[config.mk]
export PLATFORM = sky130hd
export DESIGN_NAME = control_sequencer
export DESIGN_NICKNAME = d
export VERILOG_FILES = /design/src/rtl/control_sequencer.sv
export SDC_FILE = /design/constraint.sdc
export NUM_CORES = 1
export LEC_CHECK = 0
export CORE_ASPECT_RATIO = 0.9
export CORE_UTILIZATION = 40
export CTS_BUF_LIST = sky130_fd_sc_hd__clkbuf_4 sky130_fd_sc_hd__clkbuf_8 sky130_fd_sc_hd__clkbuf_16
export CTS_CLUSTER_SIZE = 40
export DETAILED_ROUTE_END_ITERATION = 7
export PLACE_DENSITY = 0.74
export SLEW_MARGIN = 5
export SYNTH_ARGS = -nofsm -noshare
export SYNTH_HDL_FRONTEND = slang
export SYNTH_SLANG_ARGS = --single-unit
export TNS_END_PERCENT = 5
[constraint.sdc]
create_clock -name iclk -period 2.65 [get_ports iclk]
set_clock_uncertainty 0.2 [all_clocks]
set_input_delay 0.265 -clock iclk [delete_from_list [all_inputs] [get_ports iclk]]
set_output_delay 0.265 -clock iclk [all_outputs]
set_load 0.01 [all_outputs]
[src/rtl/control_sequencer.sv]
// control_sequencer: Moore fetch/decode/execute controller for the 16-bit CPU.
// Consumes the registered opcode from Instruction_Register. Drives load_ir back
// into it, along with the PC, memory, ALU and accumulator strobes.
// Optional build macro: ILLEGAL_OPCODE_TRAP_EN. When it is defined, reserved
// opcodes B-E halt the machine and raise the sticky illegal_op output.
module control_sequencer #(
    parameter int OPCODE_WIDTH = 4,
    parameter int IR_LATENCY   = 2,
    parameter int WAIT_LIMIT   = 15
) (
    input  logic                    iclk,
    input  logic                    irst,
    input  logic [OPCODE_WIDTH-1:0] opcode,
    input  logic                    zero_flag,
    input  logic                    mem_ready,
    output logic                    load_ir,
    output logic                    pc_inc,
    output logic                    pc_load,
    output logic                    mem_read,
    output logic                    mem_write,
    output logic                    addr_sel,
    output logic                    acc_load,
    output logic                    acc_sel,
    output logic [OPCODE_WIDTH-1:0] alu_op,
    output logic                    halted,
    output logic                    bus_error,
    output logic [3:0]              state_dbg
`ifdef ILLEGAL_OPCODE_TRAP_EN
    ,output logic                   illegal_op
`endif
);

    typedef enum logic [3:0] {
        S_RESET   = 4'd0,
        S_FETCH   = 4'd1,
        S_LOADIR  = 4'd2,
        S_DECWAIT = 4'd3,
        S_DECODE  = 4'd4,
        S_MEMRD   = 4'd5,
        S_WB      = 4'd6,
        S_MEMWR   = 4'd7,
        S_JUMP    = 4'd8,
        S_HALT    = 4'd9
    } state_t;

    localparam logic [OPCODE_WIDTH-1:0] OP_NOP   = OPCODE_WIDTH'(4'h0);
    localparam logic [OPCODE_WIDTH-1:0] OP_LOAD  = OPCODE_WIDTH'(4'h1);
    localparam logic [OPCODE_WIDTH-1:0] OP_STORE = OPCODE_WIDTH'(4'h2);
    localparam logic [OPCODE_WIDTH-1:0] OP_ADD   = OPCODE_WIDTH'(4'h3);
    localparam logic [OPCODE_WIDTH-1:0] OP_SUB   = OPCODE_WIDTH'(4'h4);
    localparam logic [OPCODE_WIDTH-1:0] OP_AND   = OPCODE_WIDTH'(4'h5);
    localparam logic [OPCODE_WIDTH-1:0] OP_OR    = OPCODE_WIDTH'(4'h6);
    localparam logic [OPCODE_WIDTH-1:0] OP_XOR   = OPCODE_WIDTH'(4'h7);
    localparam logic [OPCODE_WIDTH-1:0] OP_NOT   = OPCODE_WIDTH'(4'h8);
    localparam logic [OPCODE_WIDTH-1:0] OP_JMP   = OPCODE_WIDTH'(4'h9);
    localparam logic [OPCODE_WIDTH-1:0] OP_JZ    = OPCODE_WIDTH'(4'hA);
    localparam logic [OPCODE_WIDTH-1:0] OP_HALT  = OPCODE_WIDTH'(4'hF);

    // One counter serves both the decode-latency wait and the mem_ready
    // timeout, because the FSM is never in both kinds of wait at once.
    localparam logic [7:0] LIMIT_LAST   = 8'(WAIT_LIMIT - 1);
    localparam logic [7:0] LATENCY_LAST = 8'(IR_LATENCY - 1);

    state_t     state;
    state_t     state_next;
    logic [7:0] wait_cnt;
    logic [7:0] cnt_next;
    logic       timeout;
    logic       illegal_hit;

    // Next-state logic. The counter defaults to zero, so it is cleared on
    // entry to any waiting state. It only advances while the FSM stays put.
    // mem_ready is checked before the limit, so a ready that arrives on the
    // last allowed cycle still completes the transfer.
    always_comb begin
        state_next  = state;
        cnt_next    = '0;
        timeout     = 1'b0;
        illegal_hit = 1'b0;
        case (state)
            S_RESET:   state_next = S_FETCH;
            S_FETCH: begin
                if (mem_ready) begin
                    state_next = S_LOADIR;
                end else if (wait_cnt == LIMIT_LAST) begin
                    state_next = S_HALT;
                    timeout    = 1'b1;
                end else begin
                    cnt_next = wait_cnt + 8'd1;
                end
            end
            S_LOADIR:  state_next = S_DECWAIT;
            S_DECWAIT: begin
                if (wait_cnt == LATENCY_LAST) begin
                    state_next = S_DECODE;
                end else begin
                    cnt_next = wait_cnt + 8'd1;
                end
            end
            S_DECODE: begin
                case (opcode)
                    OP_NOP:   state_next = S_FETCH;
                    OP_LOAD, OP_ADD, OP_SUB, OP_AND, OP_OR, OP_XOR:
                              state_next = S_MEMRD;
                    OP_NOT:   state_next = S_WB;
                    OP_STORE: state_next = S_MEMWR;
                    OP_JMP:   state_next = S_JUMP;
                    OP_JZ:    state_next = zero_flag ? S_JUMP : S_FETCH;
                    OP_HALT:  state_next = S_HALT;
                    default: begin
`ifdef ILLEGAL_OPCODE_TRAP_EN
                        state_next  = S_HALT;
                        illegal_hit = 1'b1;
`else
                        state_next  = S_FETCH;
`endif
                    end
                endcase
            end
            S_MEMRD, S_MEMWR: begin
                if (mem_ready) begin
                    state_next = (state == S_MEMRD) ? S_WB : S_FETCH;
                end else if (wait_cnt == LIMIT_LAST) begin
                    state_next = S_HALT;
                    timeout    = 1'b1;
                end else begin
                    cnt_next = wait_cnt + 8'd1;
                end
            end
            S_WB:      state_next = S_FETCH;
            S_JUMP:    state_next = S_FETCH;
            S_HALT:    state_next = S_HALT;
            default:   state_next = S_RESET;
        endcase
    end

    // State, counter, latched opcode and the sticky bus error.
    // Reset wins over everything, including HALT and an open handshake.
    always_ff @(posedge iclk) begin
        if (irst) begin
            state     <= S_RESET;
            wait_cnt  <= '0;
            alu_op    <= '0;
            bus_error <= 1'b0;
        end else begin
            state    <= state_next;
            wait_cnt <= cnt_next;
            if (state == S_DECODE) begin
                alu_op <= opcode;
            end
            if (timeout) begin
                bus_error <= 1'b1;
            end
        end
    end

`ifdef ILLEGAL_OPCODE_TRAP_EN
    // Sticky flag recording that a reserved opcode caused the halt.
    always_ff @(posedge iclk) begin
        if (irst) begin
            illegal_op <= 1'b0;
        end else if (illegal_hit) begin
            illegal_op <= 1'b1;
        end
    end
`endif

    // Moore output decode. Each strobe depends only on the state register and
    // the latched opcode, so it cannot glitch with the inputs.
    always_comb begin
        load_ir   = 1'b0;
        pc_inc    = 1'b0;
        pc_load   = 1'b0;
        mem_read  = 1'b0;
        mem_write = 1'b0;
        addr_sel  = 1'b0;
        acc_load  = 1'b0;
        acc_sel   = 1'b0;
        halted    = 1'b0;
        state_dbg = state;
        case (state)
            S_FETCH:  mem_read = 1'b1;
            S_LOADIR: begin
                load_ir = 1'b1;
                pc_inc  = 1'b1;
            end
            S_MEMRD: begin
                mem_read = 1'b1;
                addr_sel = 1'b1;
            end
            S_WB: begin
                acc_load = 1'b1;
                acc_sel  = (alu_op != OP_LOAD);
            end
            S_MEMWR: begin
                mem_write = 1'b1;
                addr_sel  = 1'b1;
            end
            S_JUMP:   pc_load = 1'b1;
            S_HALT:   halted  = 1'b1;
            default:  ;
        endcase
    end

endmodule

==> impl_metrics.ini, run 1 <==
[logic_synthesis]
yosys_warnings = 0
ys_top_cells_by_area = dfxtp_1 32%, nor2_1 6.5%, xor2_1 5.9%
syn-cell-area_um2 = 1047
synth.top_cell.area_share_pct = 32.50
ys.flop_type = dfxtp_1
ys_ff_latch = 17
syn_inst = 120
syn_nets = 131
synth_top_area_cell = dfxtp_1
synth_seq_area_share_pct = 32.50
syn_avg_cell_area_um2 = 8.727
synth_edf_count = 0
synthArstFlopShare_pct = 0
yosysUniqueCellTypes = 41

[cells_and_area]
areaGrowthSynthToFinish_pct = 26.40
finalNetCount = 155
drive_gt1_share_pct = 9.091
diodes = 0
final_cells = 171

[floorplan]
die_height_um = 50.54
placementRows = 17
initial_core_util_pct = 42.44
die_area_um2 = 2827
die_w_um = 55.94
core_um2 = 2467
ios = 26

[timing]
tns_ns = 0
setup_ws_ns = 0.2328
hold_viol = 0
setup_viol_count_final = 0
rsz0062_at_grt = no
tightest_slew_ns = 0.5305
slew_headroom_pct = 64.14
fmax_mhz = 413.7
period_needed_ns = 2.417
period_share_pct = 91.22
slew_violations = 0

[place]
post-dp-hpwl_um = 1646
preCtsSetupSlack_ns = 0.5569
place_congestion = 0.8021
io_buffers = 25
place_inst = 167

[power_and_ir_drop]
power.total_mw = 0.5329
peakVddDrop_v = 0.0003656
leakage_nw = 0.4649
powerDensity_nw_per_um2 = 402.5

[critical_path]
critical_path.max_stage_delay_ns = 0.67
worstPathMaxFanout = 16
required_ns = 2.18
crit_family = flip-flops
slowest_stage = dfxtp_1
startpoint_type = flip-flop
arrival_ns = 1.95
crit_type = flip-flop to output pin
cp_num_buf_inv = 1
cp-end-kind = output pin
cp_cell_sequence = nand2b_1 > nor3_1 > clkdlybuf4s50_1

[clocking]
cts-root-buf = clkbuf_4
htreeDepth = 1
cts_sinks = 17
clk_path_buf_depth = 2
cts_resized = 0
clk_latency_ns = 0.29
cts_setup_buffers = 0
tritoncts = yes
clkSlewWorstSetupHoldPaths_ns = 0.11
numCtsBuffers = 3
cts_hold_buf = 0

[detailed_routing]
vias = 887
drc = 0
drt_first_pass_iters = 2
totalWireLength_um = 2132
drt-initial-drc-count = 14
drt.antenna.violating_nets = 0
wire_per_inst_um = 12.47
vias_per_cell = 5.187

[grt]
grt_max_degree = 17
grt_antenna_before_repair = 0
track_usage_pct = 16.80
overflow = 0
first_global_vias = 813
grt_pass1_wl_um = 3698

[hold_path]
min_path_type = flip-flop to flip-flop

[job]
max_cap_viol_count = 0

[run_status]
status = finished clean
==> worst paths after layout <==
check                             startpoint           end  slack, ns  cells past startpoint
worst max-delay path            state_dbg[1]       load_ir       0.23                      3
worst min-delay path               bus_error     bus_error       0.30                      1
worst max register to register  state_dbg[1]  state_dbg[2]       0.74                      4
worst min register to register     bus_error     bus_error       0.30                      1
==> registers in the layout, indices dropped and copies added (netlist names) <==
name,count
alu_op,4
wait_cnt,8
state_dbg,4
bus_error,1
==> stage by stage <==
step | hold slack [ns] | cell area [um^2] | util, %
after detailed placement | 0.2694 | 1296 | 52.54
final | 0.3021 | 1324 | 53.65
after CTS | 0.3091 | 1324 | 53.65
after global placement | 0.2760 | 1296 | 52.54
after floorplan | 0.2122 | 1047 | -
after global routing | 0.3272 | 1324 | 53.65
==> where the power goes <==
group | total [mW] | leakage (nW) | internal [mW] | switching [mW]
registers | 0.282 | 0.138 | 0.262 | 0.0194
clock network | 0.143 | 0.0177 | 0.0561 | 0.0865
logic | 0.108 | 0.310 | 0.0578 | 0.0507
total | 0.533 | 0.465 | 0.376 | 0.157
==> per-layer routing <==
layer / vias up / global-route usage (%) / wire length [um]
li1: 465 / - / -
met1: 405 / 22.73 / 1086
met2: 15 / 26.51 / 963
met3: 2 / 2.835 / 58
met4: 0 / 7.317 / 24
met5: - / 0 / 0
==> cell usage after synthesis (3+ instances only) <==
cell type and count:
a211oi_1 3, nor2_1 18, inv_1 5, ha_1 3, and2_1 3, o21ai_0 4
and3_1 3, xor2_1 7, nor3_1 3, a21oi_1 4, mux2i_1 3, nand2_1 7
dfxtp_1 17, nand2b_1 7
==> placed cells by master (no fill, tap or decap), types with 2 or more instances in the layout <==
master / synthesis / routed
a211oi_1: 3 / 3
o21ai_0: 4 / 4
a21oi_1: 4 / 4
nand4_1: 2 / 2
nand3_1: 2 / 2
nor3_1: 3 / 3
dfxtp_1: 17 / 17
nand2_1: 7 / 7
mux2i_1: 3 / 3
nand2b_1: 7 / 7
xnor2_1: 2 / 2
nor4b_1: 2 / 2
a311oi_2: 2 / 2
clkbuf_4: 0 / 3
inv_1: 5 / 5
clkdlybuf4s50_1: 0 / 25
nor2_1: 18 / 18
and3_1: 3 / 3
xor2_1: 7 / 7
ha_1: 3 / 3
and2_1: 3 / 3
==> worst register-to-register path, cell delays in order, from the launching register on <==
cell and delay [ns]:
dfxtp_1 0.67, nand2b_1 0.16, a311oi_2 0.47, nor2_1 0.14, a21boi_2 0.17
==> area by class of cell <==
| type | count | area, um^2 |
|---|---|---|
| Clock buffer | 3 | 22.52 |
| Clock inverter | 1 | 5.005 |
| Fill cell | 239 | 1144 |
| Inverter | 5 | 18.77 |
| Multi-Input combinational cell | 92 | 651.9 |
| Sequential cell | 17 | 340.3 |
| Tap cell | 28 | 35.03 |
| Timing Repair Buffer | 25 | 250.2 |
==> cells by family (layout without fill, tap and decap cells) <==
family	count (synthesis)	in the layout	share of synthesized area [%]
AO/OA/AOI/OAI	21	21	16.97
XOR/XNOR	9	9	7.527
adder cells (fa/ha/maj)	3	3	3.585
buffers and inverters	11	34	5.257
flip-flops	17	17	32.50
multiplexers	3	3	2.867
AND/OR/NAND/NOR	56	56	31.30
Power figures use the tool's default switching activity.
==> run 2: changes to the inputs <==
- GPL_ROUTABILITY_DRIVEN: unset -> 1
- clock period: 2.65 -> 3 ns (I/O delays scaled with it)
==> run 2 against run 1 <==
Effect of this change: cell area did not move; critical path type unchanged; flip-flop and latch count did not move; clock-buffer cell count unchanged; power down 12%; sequential power decreased by 12%; largest cell class unchanged.
==> impl_metrics.ini, run 2 (synthesis results as in run 1) <==
[place]
post-dp-hpwl_um = 1623
io_buffers = 25
place_congestion = 0.7969

[floorplan]
placementRows = 17
die_area_um2 = 2827
die_w_um = 55.94
die_height_um = 50.54
initial_core_util_pct = 42.44
core_um2 = 2467
ios = 26

[critical_path]
startpoint_type = flip-flop
required_ns = 2.50
critical_path.max_stage_delay_ns = 0.67
arrival_ns = 1.94
crit_family = flip-flops
slowest_stage = dfxtp_1
cp_num_buf_inv = 1
worstPathMaxFanout = 16
cp_cell_sequence = nand2b_1 > nor3_1 > clkdlybuf4s50_1
crit_type = flip-flop to output pin
cp-end-kind = output pin

[run_status]
status = finished clean

[cells_and_area]
final_common_cell = clkdlybuf4s50_1
finalNetCount = 155
areaGrowthSynthToFinish_pct = 26.40
fin_util_pct = 53.65
regMostFlops = wait_cnt
drive_gt1_share_pct = 9.091
final_cell_mix = 25 x clkdlybuf4s50_1, 18 x nor2_1, 17 x dfxtp_1
regArea_um2 = 340.3
fillers = 236
largest_register_ffs = 8
diodes = 0
multi_input_area_um2 = 651.9

[clocking]
htreeDepth = 1
tritoncts = yes
cts_resized = 0
cts-root-buf = clkbuf_4
cts_hold_buf = 0
clkSlewWorstSetupHoldPaths_ns = 0.10
numCtsBuffers = 3
cts_setup_buffers = 0
clk_path_buf_depth = 2
cts_sinks = 17
clk_latency_ns = 0.29

[grt]
grt_antenna_before_repair = 0
track_usage_pct = 17.17
overflow = 0
first_global_vias = 835
grt_max_degree = 17
grt_pass1_wl_um = 3795

[power_and_ir_drop]
pwr-share-comb_pct = 20.4
seq_power_share_pct = 53.2
peakVddDrop_v = 0.0003644
clock_power_share_pct = 26.4
p_switching_mw = 0.1361
swShare_pct = 29.05
leakage_nw = 0.4649
powerDensity_nw_per_um2 = 353.9
internal_power_mw = 0.3324

[detailed_routing]
drt-initial-drc-count = 19
vias = 893
totalWireLength_um = 2122
drt.antenna.violating_nets = 0
drt_first_pass_iters = 4
wire_per_inst_um = 12.41
drc = 0
vias_per_cell = 5.222

[timing]
rsz0062_at_grt = no
fmax_mhz = 409.3
period_share_pct = 81.45
slew_headroom_pct = 64.30
period_needed_ns = 2.443
tns_ns = 0
hold_viol = 0
setup_viol_count_final = 0
tightest_slew_ns = 0.5333
slew_violations = 0

[job]
max_cap_viol_count = 0

[hold_path]
min_path_type = flip-flop to flip-flop
-- run 2: layout make-up --
class                   count  share of cell area (%)
clock buffers               3                   1.701
clock inverters             1                  0.3781
inverters                   5                   1.418
multi-input cells          92                   49.24
flip-flops and latches     17                   25.71
well taps                  28                   2.647
repair buffers             25                   18.90
-- run 2: worst paths after layout --
| path | depth (start not counted) | startpoint | slack, ns | to |
|---|---|---|---|---|
| setup / recovery | 3 | state_dbg[1] | 0.56 | load_ir |
| hold reg to reg | 1 | bus_error | 0.31 | bus_error |
| setup reg to reg | 6 | wait_cnt[0] | 1.08 | wait_cnt[5] |
| hold / removal | 1 | bus_error | 0.31 | bus_error |
-- run 2: layer usage --
metal,global-route usage (%),vias to the layer above,routed length (um)
met5,0,-,0
met4,6.098,0,0
met3,2.835,0,76
met2,28.11,22,1008
met1,23.02,406,1037
li1,-,465,-
-- run 2: per-stage QoR --
stage / setup WS, ns / cells / total power [mW] / hold slack (ns) / instance area [um^2]
after floorplan: 1.257 / 120 / 0.3118 / 0.2472 / 1047
after global placement: 0.9504 / 167 / 0.3481 / 0.2760 / 1296
after detailed placement: 0.8815 / 167 / 0.3498 / 0.2694 / 1296
after CTS: 0.5460 / 171 / 0.4755 / 0.3075 / 1324
after global routing: 0.3656 / 171 / 0.4977 / 0.3287 / 1324
final: 0.5566 / 171 / 0.4685 / 0.3076 / 1324
-- run 2: power by group through the flow --
stage / sequential (mW) / clock (mW) / combinational (mW)
after CTS: 0.249 / 0.131 / 0.0960
final: 0.249 / 0.124 / 0.0956
after global routing: 0.251 / 0.141 / 0.105
after floorplan: 0.246 / 0 / 0.0655
after global placement: 0.253 / 0 / 0.0951
after detailed placement: 0.254 / 0 / 0.0957
==> run 3: changes to the inputs <==
- PLACE_DENSITY: 0.74 -> 0.77
- clock period: 3 -> 2.1 ns (I/O delays scaled with it)
==> run 3 against run 2 <==
Effect of this change: combinational power grew 54%; sequential share of layout area shrank 0.37 points; wire length fell by 0.14%; die area did not move; setup slack got worse by 0.45 ns; first-iteration DRC count grew 16%; register-to-register slack got worse by 0.87 ns; global-route usage down 0.83 points; clock power up 52%; cell area is 5.2% higher; critical path type unchanged; largest cell class unchanged; largest power group unchanged.
==> impl_metrics.ini, run 3 (synthesis results as in run 1) <==
[grt]
track_usage_pct = 16.34
grt_pass1_wl_um = 3512
use_met3_pct = 3.351
grt_antenna_before_repair = 0
use_met2_pct = 25.30
top_usage_layer = met2
grt_max_degree = 15
grt.met1_usage_pct = 21.11
overflow = 0
first_global_vias = 813

[cells_and_area]
design_area_um2 = 1393
largest_register_ffs = 8
final_cells = 173
fin_util_pct = 56.44
finalNetCount = 157
drive_gt1_share_pct = 16.55
fillers = 225
final_cell_mix = 20 x clkdlybuf4s50_1, 18 x nor2_1, 13 x dfxtp_1
regMostFlops = wait_cnt
diodes = 0
final_common_cell = clkdlybuf4s50_1
multi_input_area_um2 = 681.9
areaGrowthSynthToFinish_pct = 32.98
regArea_um2 = 352.8

[floorplan]
initial_core_util_pct = 42.44
die_w_um = 55.94
die_area_um2 = 2827
placementRows = 17
die_height_um = 50.54
core_um2 = 2467
ios = 26

[critical_path]
startpoint_type = flip-flop
crit_type = flip-flop to output pin
reg2regPathDepth = 6
cp-end-kind = output pin
required_ns = 1.69
arrival_ns = 1.58
worstPathMaxFanout = 10

[power_and_ir_drop]
leakage_nw = 0.5633
clock_power_share_pct = 27.3
pwr-share-comb_pct = 21.3
power.total_mw = 0.6924
seq_power_share_pct = 51.4
swShare_pct = 28.12
internal_power_mw = 0.4977
peakVddDrop_v = 0.0004682
p_switching_mw = 0.1947
powerDensity_nw_per_um2 = 497.2

[clocking]
cts_sinks = 17
cts_setup_buffers = 0
tritoncts = yes
cts-root-buf = clkbuf_4
numCtsBuffers = 3
cts_resized = 6
clk_path_buf_depth = 2
clk_latency_ns = 0.29
htreeDepth = 1
cts_hold_buf = 0
clkSlewWorstSetupHoldPaths_ns = 0.09

[timing]
tightest_slew_ns = 0.5325
fmax_mhz = 502.4
slew_headroom_pct = 64.35
holdWs_ns = 0.3059
slew_violations = 0
setup_viol_count_final = 0
rsz0062_at_grt = yes
period_needed_ns = 1.990
hold_viol = 0
period_share_pct = 94.78

[job]
max_cap_viol_count = 0

[detailed_routing]
drc = 0
drt-initial-drc-count = 22
vias = 902
drt.antenna.violating_nets = 0
totalWireLength_um = 2119
drt_first_pass_iters = 4
vias_per_cell = 5.214
wire_per_inst_um = 12.25

[place]
placed_area_um2 = 1311
io_buffers = 25
post-dp-hpwl_um = 1618
place_inst = 169
place_congestion = 0.7711

[run_status]
status = finished clean

[hold_path]
worstHoldPathCells = 1
min_path_type = flip-flop to flip-flop
==> run 3: changes by cell type in the layout (fill, tap and decap cells not counted), moves of 2 or more <==
cell / previous run / this run
dlymetal6s2s_1: 0 / 4
dfxtp_4: 0 / 3
buf_4: 0 / 2
dfxtp_1: 17 / 13
clkdlybuf4s50_1: 25 / 20
==> run 3: critical path, cell delays in order (launching register included) <==
cell and delay, ns:
dfxtp_4 0.39, nand2b_1 0.21, nor3_2 0.13, clkdlybuf4s50_1 0.55
==> run 3: path summary, 6_finish.rpt <==
| kind | endpoint | from | slack [ns] |
|---|---|---|---|
| max | pc_inc | state_dbg[0] | 0.11 |
| min | wait_cnt[0] | wait_cnt[0] | 0.31 |
| max reg2reg | wait_cnt[4] | wait_cnt[0] | 0.21 |
| min reg2reg | wait_cnt[0] | wait_cnt[0] | 0.31 |
==> run 3: routing by layer <==
metal | part of all wire [%] | routed length [um] | up-vias
met5 | 0 | 0 | -
met4 | 1.7 | 35 | 0
met3 | 5.1 | 109 | 3
met2 | 47 | 1006 | 23
met1 | 46 | 969 | 405
li1 | - | - | 471
==> run 3: power groups by stage <==
stage	combinational [mW]	sequential, mW	clock [mW]
after CTS	0.146	0.353	0.199
after global placement	0.143	0.358	0
after floorplan	0.0935	0.352	0
after global routing	0.161	0.359	0.211
after detailed placement	0.145	0.359	0
final	0.147	0.356	0.189
==> run 3: layout make-up <==
type	count	area share [%]
Multi-Input combinational cell	92	48.97
Sequential cell	17	25.34
Timing Repair Buffer	27	19.68
Tap cell	28	2.516
Clock buffer	4	2.156
Inverter	5	1.348
==> run 3: stage by stage <==
| stage | worst slack, ns | TNS, ns |
|---|---|---|
| 4_1_cts | -0.03716 | -0.03716 |
| 2_1_floorplan | 0.3569 | 0 |
| 6_report | 0.1097 | 0 |
| 3_3_place_gp | 0.2383 | 0 |
| 3_5_place_dp | 0.1976 | 0 |
| 5_1_grt | -0.008231 | -0.008231 |
